<file path="config.mk">
export PLATFORM = sky130hd
export DESIGN_NAME = pipe_hazard_ctrl
export DESIGN_NICKNAME = d
export VERILOG_FILES = /design/src/rtl/pipe_ctrl_pkg.sv /design/src/rtl/sat_counter.sv /design/src/rtl/pipe_hazard_ctrl.sv
export SDC_FILE = /design/constraint.sdc
export NUM_CORES = 1
export LEC_CHECK = 0
export CAP_MARGIN = 20
export CORE_UTILIZATION = 45
export CTS_BUF_LIST = sky130_fd_sc_hd__clkbuf_8
export DETAILED_ROUTE_END_ITERATION = 10
export GPL_TIMING_DRIVEN = 0
export HOLD_SLACK_MARGIN = 0.08
export PLACE_DENSITY = 0.74
export SLEW_MARGIN = 20
export SYNTH_ARGS = -nofsm -noshare
export SYNTH_HDL_FRONTEND = slang
export SYNTH_SLANG_ARGS = --single-unit
</file>
<file path="constraint.sdc">
create_clock -name clk_i -period 4.75 [get_ports clk_i]
set_input_delay 1.1875 -clock clk_i [delete_from_list [all_inputs] [get_ports clk_i]]
set_output_delay 1.1875 -clock clk_i [all_outputs]
set_load 0.005 [all_outputs]
</file>
<file path="src/rtl/pipe_ctrl_pkg.sv">
// Shared encodings and defaults for the pipeline hazard controller.
package pipe_ctrl_pkg;

   typedef enum logic [1:0] {
      IDLE     = 2'd0,
      RUN      = 2'd1,
      MEM_WAIT = 2'd2
   } state_t;

   localparam logic [4:0] REG_ZERO        = 5'd0;
   localparam int         DEF_CNT_W       = 16;
   localparam int         DEF_MEM_TIMEOUT = 64;

endpackage

</file>
<file path="src/rtl/sat_counter.sv">
// Up-counter that sticks at all-ones instead of wrapping.
module sat_counter #(
   parameter int W = 16
) (
   input  logic         clk_i,
   input  logic         rst_i,
   input  logic         inc_i,
   output logic [W-1:0] cnt_o
);

   always_ff @(posedge clk_i) begin
      if (rst_i) begin
         cnt_o <= '0;
      end else if (inc_i && (cnt_o != '1)) begin
         cnt_o <= cnt_o + W'(1);
      end
   end

endmodule

</file>
<file path="src/rtl/pipe_hazard_ctrl.sv">
// Stall/flush sequencer for the 5-stage pipeline: load-use bubbles, ID branch
// flushes and full freezes for multi-cycle data-memory accesses.
module pipe_hazard_ctrl
   import pipe_ctrl_pkg::*;
#(
   parameter int CNT_W       = DEF_CNT_W,
   parameter int MEM_TIMEOUT = DEF_MEM_TIMEOUT
) (
   input  logic             clk_i,
   input  logic             rst_i,
   input  logic             start_i,
   input  logic [4:0]       id_rs1_i,
   input  logic [4:0]       id_rs2_i,
   input  logic             id_use_rs1_i,
   input  logic             id_use_rs2_i,
   input  logic             ex_memread_i,
   input  logic [4:0]       ex_rd_i,
   input  logic             id_branch_taken_i,
   input  logic             mem_req_i,
   input  logic             mem_ack_i,
   output logic             pc_write_o,
   output logic             if_id_write_o,
   output logic             if_id_flush_o,
   output logic             id_ex_noop_o,
   output logic             pipe_stall_o,
   output logic [1:0]       state_o,
   output logic             err_o,
   output logic [CNT_W-1:0] load_use_cnt_o,
   output logic [CNT_W-1:0] flush_cnt_o,
   output logic [CNT_W-1:0] mem_wait_cnt_o
);

   localparam int                WAIT_W   = $clog2(MEM_TIMEOUT + 1);
   localparam logic [WAIT_W-1:0] WAIT_MAX = WAIT_W'(MEM_TIMEOUT);

   state_t            state;
   state_t            state_next;
   logic [WAIT_W-1:0] wait_cnt;
   logic [WAIT_W-1:0] wait_next;
   logic              err;
   logic              err_next;
   logic              haz;
   logic              mstall;
   logic              load_use_inc;
   logic              flush_inc;

   assign haz = ex_memread_i & (ex_rd_i != REG_ZERO) &
                ((id_use_rs1_i & (id_rs1_i == ex_rd_i)) |
                 (id_use_rs2_i & (id_rs2_i == ex_rd_i)));
   assign mstall = mem_req_i & ~mem_ack_i;

   always_ff @(posedge clk_i) begin
      if (rst_i) begin
         state    <= IDLE;
         wait_cnt <= '0;
         err      <= 1'b0;
      end else begin
         state    <= state_next;
         wait_cnt <= wait_next;
         err      <= err_next;
      end
   end

   // wait_next tracks the length of the current freeze, so the timeout
   // flags on the very edge that completes the MEM_TIMEOUT-th freeze cycle.
   always_comb begin
      state_next = state;
      wait_next  = wait_cnt;
      case (state)
         IDLE: begin
            if (start_i) state_next = RUN;
         end
         RUN: begin
            if (mstall) begin
               state_next = MEM_WAIT;
               wait_next  = WAIT_W'(1);
            end else if (!start_i) begin
               state_next = IDLE;
            end
         end
         MEM_WAIT: begin
            if (mem_ack_i) begin
               state_next = start_i ? RUN : IDLE;
            end else if (wait_cnt != WAIT_MAX) begin
               wait_next = wait_cnt + WAIT_W'(1);
            end
         end
         default: state_next = IDLE;
      endcase
      err_next = err | (pipe_stall_o & (wait_next == WAIT_MAX));
   end

   always_comb begin
      pc_write_o    = 1'b0;
      if_id_write_o = 1'b0;
      if_id_flush_o = 1'b0;
      id_ex_noop_o  = 1'b0;
      pipe_stall_o  = 1'b0;
      load_use_inc  = 1'b0;
      flush_inc     = 1'b0;
      case (state)
         RUN: begin
            if (mstall) begin
               pipe_stall_o = 1'b1;
            end else if (haz) begin
               id_ex_noop_o = 1'b1;
               load_use_inc = 1'b1;
            end else if (id_branch_taken_i) begin
               pc_write_o    = 1'b1;
               if_id_write_o = 1'b1;
               if_id_flush_o = 1'b1;
               flush_inc     = 1'b1;
            end else begin
               pc_write_o    = 1'b1;
               if_id_write_o = 1'b1;
            end
         end
         MEM_WAIT: begin
            if (mem_ack_i) begin
               pc_write_o    = 1'b1;
               if_id_write_o = 1'b1;
            end else begin
               pipe_stall_o = 1'b1;
            end
         end
         default: id_ex_noop_o = 1'b1;
      endcase
   end

   assign state_o = state;
   assign err_o   = err;

   sat_counter #(.W(CNT_W)) u_load_use_cnt (
      .clk_i (clk_i),
      .rst_i (rst_i),
      .inc_i (load_use_inc),
      .cnt_o (load_use_cnt_o)
   );

   sat_counter #(.W(CNT_W)) u_flush_cnt (
      .clk_i (clk_i),
      .rst_i (rst_i),
      .inc_i (flush_inc),
      .cnt_o (flush_cnt_o)
   );

   sat_counter #(.W(CNT_W)) u_mem_wait_cnt (
      .clk_i (clk_i),
      .rst_i (rst_i),
      .inc_i (pipe_stall_o),
      .cnt_o (mem_wait_cnt_o)
   );

endmodule

</file>
==> impl_metrics.json, run 1 <==
{
  "syn_avg_cell_area_sq_um": 8.08,
  "leakage_nw": 1.56,
  "timing_max_transition_violations_final": 0,
  "finalCritPeriodShare_pct": 96.2,
  "grt_pass1_wl_microns": 13700,
  "drt_total_wl_microns": 8390,
  "worst_hold_path_stage_count": 2,
  "floorplan.rows": 30,
  "dieHeight_microns": 86.5,
  "grt_max_degree": 13,
  "layout-area-overhead-vs-synth_pct": 37.6,
  "post-place-ws_ns": -0.679,
  "grt_use_met1_pct": 29.2,
  "share_seq_of_total_power_pct": 43.4,
  "final_antenna_net_count": 0,
  "max_slew_margin_pct": 56.9,
  "synth.lib_cells_used.distinct": 45,
  "power.ir.vdd_worst_mv": 0.149,
  "holdBufCountCts": 0,
  "gr-usage-met3_pct": 6.00,
  "ctsHtreeMaxLevel": 3,
  "layout_setup_ws_ns": 0.180,
  "layout.core_utilization_pct": 64.8,
  "grt_use_met2_pct": 38.2,
  "ys.warnings.count": 0,
  "routed_via_density": 5.59,
  "timing.critical_path.max_delay_family": "buffers and inverters",
  "worst_hold_path.endpoint": "u_load_use_cnt.cnt_o[1]",
  "detail_route.iter0.violations": 167,
  "synth_top_area_share_pct": 36.1,
  "maxCapViolCount": 0,
  "gr_busiest_metal": "met2",
  "post_drt_wl_per_cell_microns": 14.1,
  "clock_pin_slew_on_the_worst_setup_and_hold_paths_ns": 0.07,
  "synth_nets": 431,
  "synth-main-ff-cell": "sky130_fd_sc_hd__dfxtp_1",
  "power-per-cell-area_mw_per_mm2": 257,
  "r2r_cells": 9,
  "post-route-min-period_ns": 4.57,
  "max_stage_delay_on_crit_path_ns": 0.53,
  "hold_viol_final": 0,
  "power.net_switching_uw": 269,
  "cts_inserted_buffers": 9,
  "chain_of_cells_forming_the_critical_path": "clkdlybuf4s50_1 -> xnor2_1 -> nand4_1 -> o22ai_4 -> and2_4 -> o22ai_1 -> and2_1 -> buf_4 -> clkdlybuf4s50_1",
  "cell_internal_pwr_uw": 869,
  "netlist_instances": 398,
  "global_router_s_overall_resource_usage_pct": 23.0,
  "finish.net_count": 526,
  "critical_path_peak_fanout": 8,
  "antenna_cells": 0,
  "synth.cells.most_frequent": "sky130_fd_sc_hd__dfxtp_1 (58), sky130_fd_sc_hd__nor2_1 (40), sky130_fd_sc_hd__a21oi_1 (33)",
  "seq_area_frac_synth_pct": 36.1,
  "crit-reg2reg-launch": "state_o[0]",
  "core_area_sq_mm": 0.00683,
  "clockBufferDepth": 2,
  "initial_core_util_pct": 47.1,
  "power.share.combinational_pct": 10.5,
  "setup_viol": 0,
  "route.detailed.drc": 0,
  "register_area_sq_mm": 0.00116,
  "fp.dieArea_sq_mm": 0.00749,
  "setup_repair_after_global_routing_missed_its_margin": "false",
  "die_width_microns": 86.5,
  "mappedNetlistArea_sq_mm": 0.00322,
  "crit_buf_inv": 3,
  "placed_cell_area_sq_mm": 0.00413,
  "via_count_of_the_first_global_routing_pass": 2987,
  "grt_overflow_total": 0,
  "clock_sink_count": 58,
  "critical_path_class": "in2out",
  "port_buffers": 79,
  "synth_async_sr_flop_share_pct": 0,
  "share_clk_of_total_power_pct": 46.0,
  "hold_path.startpoint": "u_load_use_cnt.cnt_o[1]",
  "clock.fmax_mhz": 219,
  "synth.top_cells.by_area": "sky130_fd_sc_hd__dfxtp_1 (36%), sky130_fd_sc_hd__a21oi_1 (5.1%), sky130_fd_sc_hd__nor2_1 (4.7%), sky130_fd_sc_hd__nand4_1 (4.3%), sky130_fd_sc_hd__xnor2_1 (4.1%)",
  "multi_input_area_sq_mm": 0.00195,
  "synth_most_common_cell": "sky130_fd_sc_hd__dfxtp_1",
  "rrSetupSlack_ns": 2.18,
  "tritoncts": "done",
  "vias": 3318,
  "critical_path_sink_type": "output pin",
  "tightestPinTransition_ns": 0.643,
  "required_ns": 3.56,
  "gp_congestion": 0.886,
  "status": "complete, no violations",
  "synth_register_bits": 58,
  "fin_worst_skew_ns": 0.00876,
  "drt-pass1-iter-count": 5,
  "layout.cell_area.non_filler_sq_mm": 0.00443,
  "drive_above_1_share_pct": 7.23,
  "clockRootBuffer": "sky130_fd_sc_hd__clkbuf_8",
  "critical-path-top-cell-by-count": "sky130_fd_sc_hd__clkdlybuf4s50_1",
  "cp.arrival_ns": 3.38,
  "synth-edff-count": 0,
  "cp_launch_type": "primary input",
  "swShare_pct": 23.7,
  "top_level_ports": 80,
  "worstSkewPairLatency_ns": 0.34,
  "filler_cell_count_in_the_final_layout": 614,
  "hpwl_microns": 6040,
  "grt_antenna_before_repair": 0,
  "r2r_end": "u_mem_wait_cnt.cnt_o[11]",
  "synth.largest_area_cell": "sky130_fd_sc_hd__dfxtp_1",
  "hp-class": "reg2reg",
  "cp_slowest_cell": "sky130_fd_sc_hd__clkdlybuf4s50_1"
}
## worst max path at each step
stage,end,startpoint,depth (start not counted)
2_1_floorplan,pc_write_o,ex_rd_i[1],9
3_3_place_gp,pc_write_o,ex_rd_i[1],11
3_5_place_dp,pc_write_o,ex_rd_i[1],11
4_1_cts,pc_write_o,ex_rd_i[0],9
5_1_grt,pc_write_o,ex_rd_i[0],9
6_report,pc_write_o,ex_rd_i[4],9
## registers in the layout, indices dropped and copies added (netlist names)
| signal | count |
|---|---|
| u_flush_cnt.cnt_o | 16 |
| state_o | 2 |
| u_mem_wait_cnt.cnt_o | 16 |
| err_o | 1 |
| u_load_use_cnt.cnt_o | 16 |
| wait_cnt | 7 |
## metrics by stage
step	hold slack, ns	power (mW)	TNS, ns	instances
floorplan	0.466	0.566	0	398
CTS	0.502	1.14	0	588
global route	0.527	1.17	0	594
global placement	0.472	0.618	-1.99	573
detailed placement	0.489	0.620	-2.19	573
finish	0.501	1.14	0	594
## worst min-delay path, stage by stage (launching register included)
cell and delay [ns]:
sky130_fd_sc_hd__dfxtp_1 0.34, sky130_fd_sc_hd__nand2_1 0.06, sky130_fd_sc_hd__a21oi_1 0.06
## cell type report
type / count / share of cell area, %
Multi-Input combinational cell: 309 / 44.0
Sequential cell: 58 / 26.2
Timing Repair Buffer: 85 / 19.1
Clock buffer: 11 / 3.42
Tap cell: 96 / 2.71
Clock inverter: 5 / 1.75
Buffer: 16 / 1.61
Inverter: 14 / 1.19
## cell families (layout without fill, tap and decap cells)
| kind of cell | count (synthesis) | in the layout | share of synthesized area, % |
|---|---|---|---|
| XOR/XNOR | 30 | 30 | 8.17 |
| adder cells (fa/ha/maj) | 9 | 9 | 3.50 |
| multiplexers | 8 | 8 | 2.65 |
| flip-flops | 58 | 58 | 36.1 |
| AND/OR/NAND/NOR | 178 | 179 | 29.4 |
| buffers and inverters | 32 | 131 | 4.12 |
| AO/OA/AOI/OAI | 83 | 83 | 16.1 |
## placed cells by master, fill, tap and decap left out, types with 22 or more instances in the layout
master / synthesis / routed
sky130_fd_sc_hd__nand4_1: 22 / 22
sky130_fd_sc_hd__nor2_1: 40 / 40
sky130_fd_sc_hd__dfxtp_1: 58 / 58
sky130_fd_sc_hd__nand3_1: 25 / 25
sky130_fd_sc_hd__nand2_1: 28 / 28
sky130_fd_sc_hd__a21oi_1: 33 / 33
sky130_fd_sc_hd__o21ai_0: 22 / 22
sky130_fd_sc_hd__clkdlybuf4s50_1: 0 / 76
## metal layers
metal,vias up,part of all wire [%]
met5,-,0
met4,0,1.7
met3,18,6.7
met2,116,47
met1,1552,45
li1,1632,-
## power by group through the flow
stage	Sequential [mW]	Clock [mW]	Combinational, mW
after CTS	0.494	0.530	0.118
after floorplan	0.505	0	0.0614
after global routing	0.495	0.548	0.132
after global placement	0.505	0	0.113
final	0.494	0.524	0.120
after detailed placement	0.505	0	0.115
## timing repair
item,CTS,global route
setup buffers,0,6
endpoints found under the setup margin,4,2
cloned,1,0
pin swaps,0,2
resized for setup,4,3
(Power assumes the default switching activity.)
==> inputs of run 2 (changes only) <==
- HOLD_SLACK_MARGIN: 0.08 -> not set
==> results of run 2 <==
Final layout, timing and power as in run 1 (identical DEF).
==> inputs of run 3 (changes only) <==
- REMOVE_ABC_BUFFERS: not set -> 1
==> impl_metrics.json, run 3 (same netlist as run 1, synthesis figures left out) <==
{
  "fin_worst_skew_ns": 0.00622,
  "post-route-min-period_ns": 4.66,
  "port_buffers": 79,
  "max_slew_margin_pct": 58.2,
  "mostFrequentLayoutCell": "sky130_fd_sc_hd__clkdlybuf4s50_1",
  "holdBufCountCts": 0,
  "fp.dieArea_sq_mm": 0.00749,
  "finalCritPeriodShare_pct": 98.2,
  "setup_viol": 0,
  "route.detailed.drc": 0,
  "cp_launch_type": "primary input",
  "route.top_layer_used": "met4",
  "critical_path_class": "in2out",
  "critical_path_peak_fanout": 10,
  "core_area_sq_mm": 0.00683,
  "layout-area-overhead-vs-synth_pct": 34.7,
  "via_count_of_the_first_global_routing_pass": 2855,
  "hold_viol_final": 0,
  "gp_congestion": 0.859,
  "tightestPinTransition_ns": 0.623,
  "setup_total_negative_slack_ns": 0,
  "cts_inserted_buffers": 9,
  "dieHeight_microns": 86.5,
  "ctsHtreeMaxLevel": 3,
  "worstSkewPairLatency_ns": 0.33,
  "vias": 3247,
  "clockBufferDepth": 2,
  "met1_length_microns": 3640,
  "clock_sink_count": 58,
  "commonest_cells_after_routing_fill_and_taps_aside": "sky130_fd_sc_hd__clkdlybuf4s50_1 (78), sky130_fd_sc_hd__dfxtp_1 (58), sky130_fd_sc_hd__nor2_1 (40), sky130_fd_sc_hd__a21oi_1 (33), sky130_fd_sc_hd__nand2_1 (28)",
  "setup_repair_after_global_routing_missed_its_margin": "false",
  "tritoncts": "done",
  "initial_core_util_pct": 47.1,
  "post_drt_wl_per_cell_microns": 14.0,
  "timing_max_transition_violations_final": 0,
  "grt_max_degree": 35,
  "antenna_cells": 0,
  "grt_antenna_before_repair": 0,
  "detail_route.iter0.violations": 146,
  "total_power_mw": 1.13,
  "grt_overflow_total": 0,
  "top_level_ports": 80,
  "clockRootBuffer": "sky130_fd_sc_hd__clkbuf_8",
  "final_antenna_net_count": 0,
  "finish.net_count": 508,
  "status": "complete, no violations",
  "clock.fmax_mhz": 214,
  "drt_total_wl_microns": 8060,
  "maxCapViolCount": 0,
  "die_width_microns": 86.5,
  "floorplan.rows": 30,
  "leakage_nw": 1.49,
  "cp.arrival_ns": 3.48,
  "hpwl_microns": 5580,
  "drt-pass1-iter-count": 4,
  "clock_pin_slew_on_the_worst_setup_and_hold_paths_ns": 0.06,
  "drive_above_1_share_pct": 7.08,
  "met3RoutedLength_microns": 487,
  "detailroute.wirelength.met2_microns": 3830,
  "power-per-cell-area_mw_per_mm2": 260,
  "power.ir.vdd_worst_mv": 0.142,
  "grt_pass1_wl_microns": 12700,
  "hp-class": "reg2reg",
  "biggestRegsByFlops": "u_flush_cnt.cnt_o (16), u_load_use_cnt.cnt_o (16), u_mem_wait_cnt.cnt_o (16)",
  "routed_via_density": 5.64,
  "required_ns": 3.56,
  "global_router_s_overall_resource_usage_pct": 21.4,
  "critical_path_sink_type": "output pin"
}
[run 3: metal layers]
metal	GRT usage, %	vias up
met5	0	-
met4	9.09	0
met3	4.67	9
met2	35.7	110
met1	26.6	1518
li1	-	1610
[run 3: final timing paths]
check	slack, ns	from	endpoint	cells after the start
hold reg to reg	0.49	err_o	err_o	1
setup reg to reg	2.27	state_o[1]	u_load_use_cnt.cnt_o[14]	7
setup / recovery	0.09	ex_rd_i[1]	pc_write_o	7
hold / removal	0.49	err_o	err_o	1
[run 3: per-stage QoR]
| step | utilization, % | area, sq um | cells | setup slack, ns | hold slack [ns] |
|---|---|---|---|---|---|
| floorplan | - | 3140 | 380 | 1.15 | 0.466 |
| global placement | 59.2 | 4050 | 555 | 0.0157 | 0.458 |
| detailed placement | 59.5 | 4060 | 556 | -0.00486 | 0.474 |
| CTS | 62.9 | 4300 | 572 | 0.0416 | 0.494 |
| global route | 63.4 | 4330 | 576 | 0.0229 | 0.511 |
| finish | 63.4 | 4330 | 576 | 0.0851 | 0.491 |
[run 3: where the power goes]
| group | total (mW) | switching, mW | internal (mW) |
|---|---|---|---|
| registers | 0.494 | 0.00442 | 0.489 |
| clock network | 0.519 | 0.209 | 0.310 |
| logic | 0.114 | 0.0596 | 0.0545 |
| total | 1.13 | 0.273 | 0.854 |
[run 3: layout make-up]
class,instances,area (sq um)
clock buffers,10,138
clock inverters,6,88.8
fillers,611,2500
inverters,14,52.6
multi-input cells,309,1940
flip-flops and latches,58,1160
well taps,96,120
repair buffers,83,828
[run 3: timing repair]
action	in CTS	in global routing
gates resized for setup	1	2
endpoints found under the setup margin	2	3
pin swaps	0	2
gates cloned	0	1
setup buffers	0	3
[run 3: critical path, cell delays in order]
cell	delay [ns]
sky130_fd_sc_hd__clkdlybuf4s50_1	0.47
sky130_fd_sc_hd__or4_4	0.56
sky130_fd_sc_hd__o21a_2	0.26
sky130_fd_sc_hd__and2_4	0.21
sky130_fd_sc_hd__o22ai_1	0.10
sky130_fd_sc_hd__and2_1	0.19
sky130_fd_sc_hd__clkdlybuf4s50_1	0.51
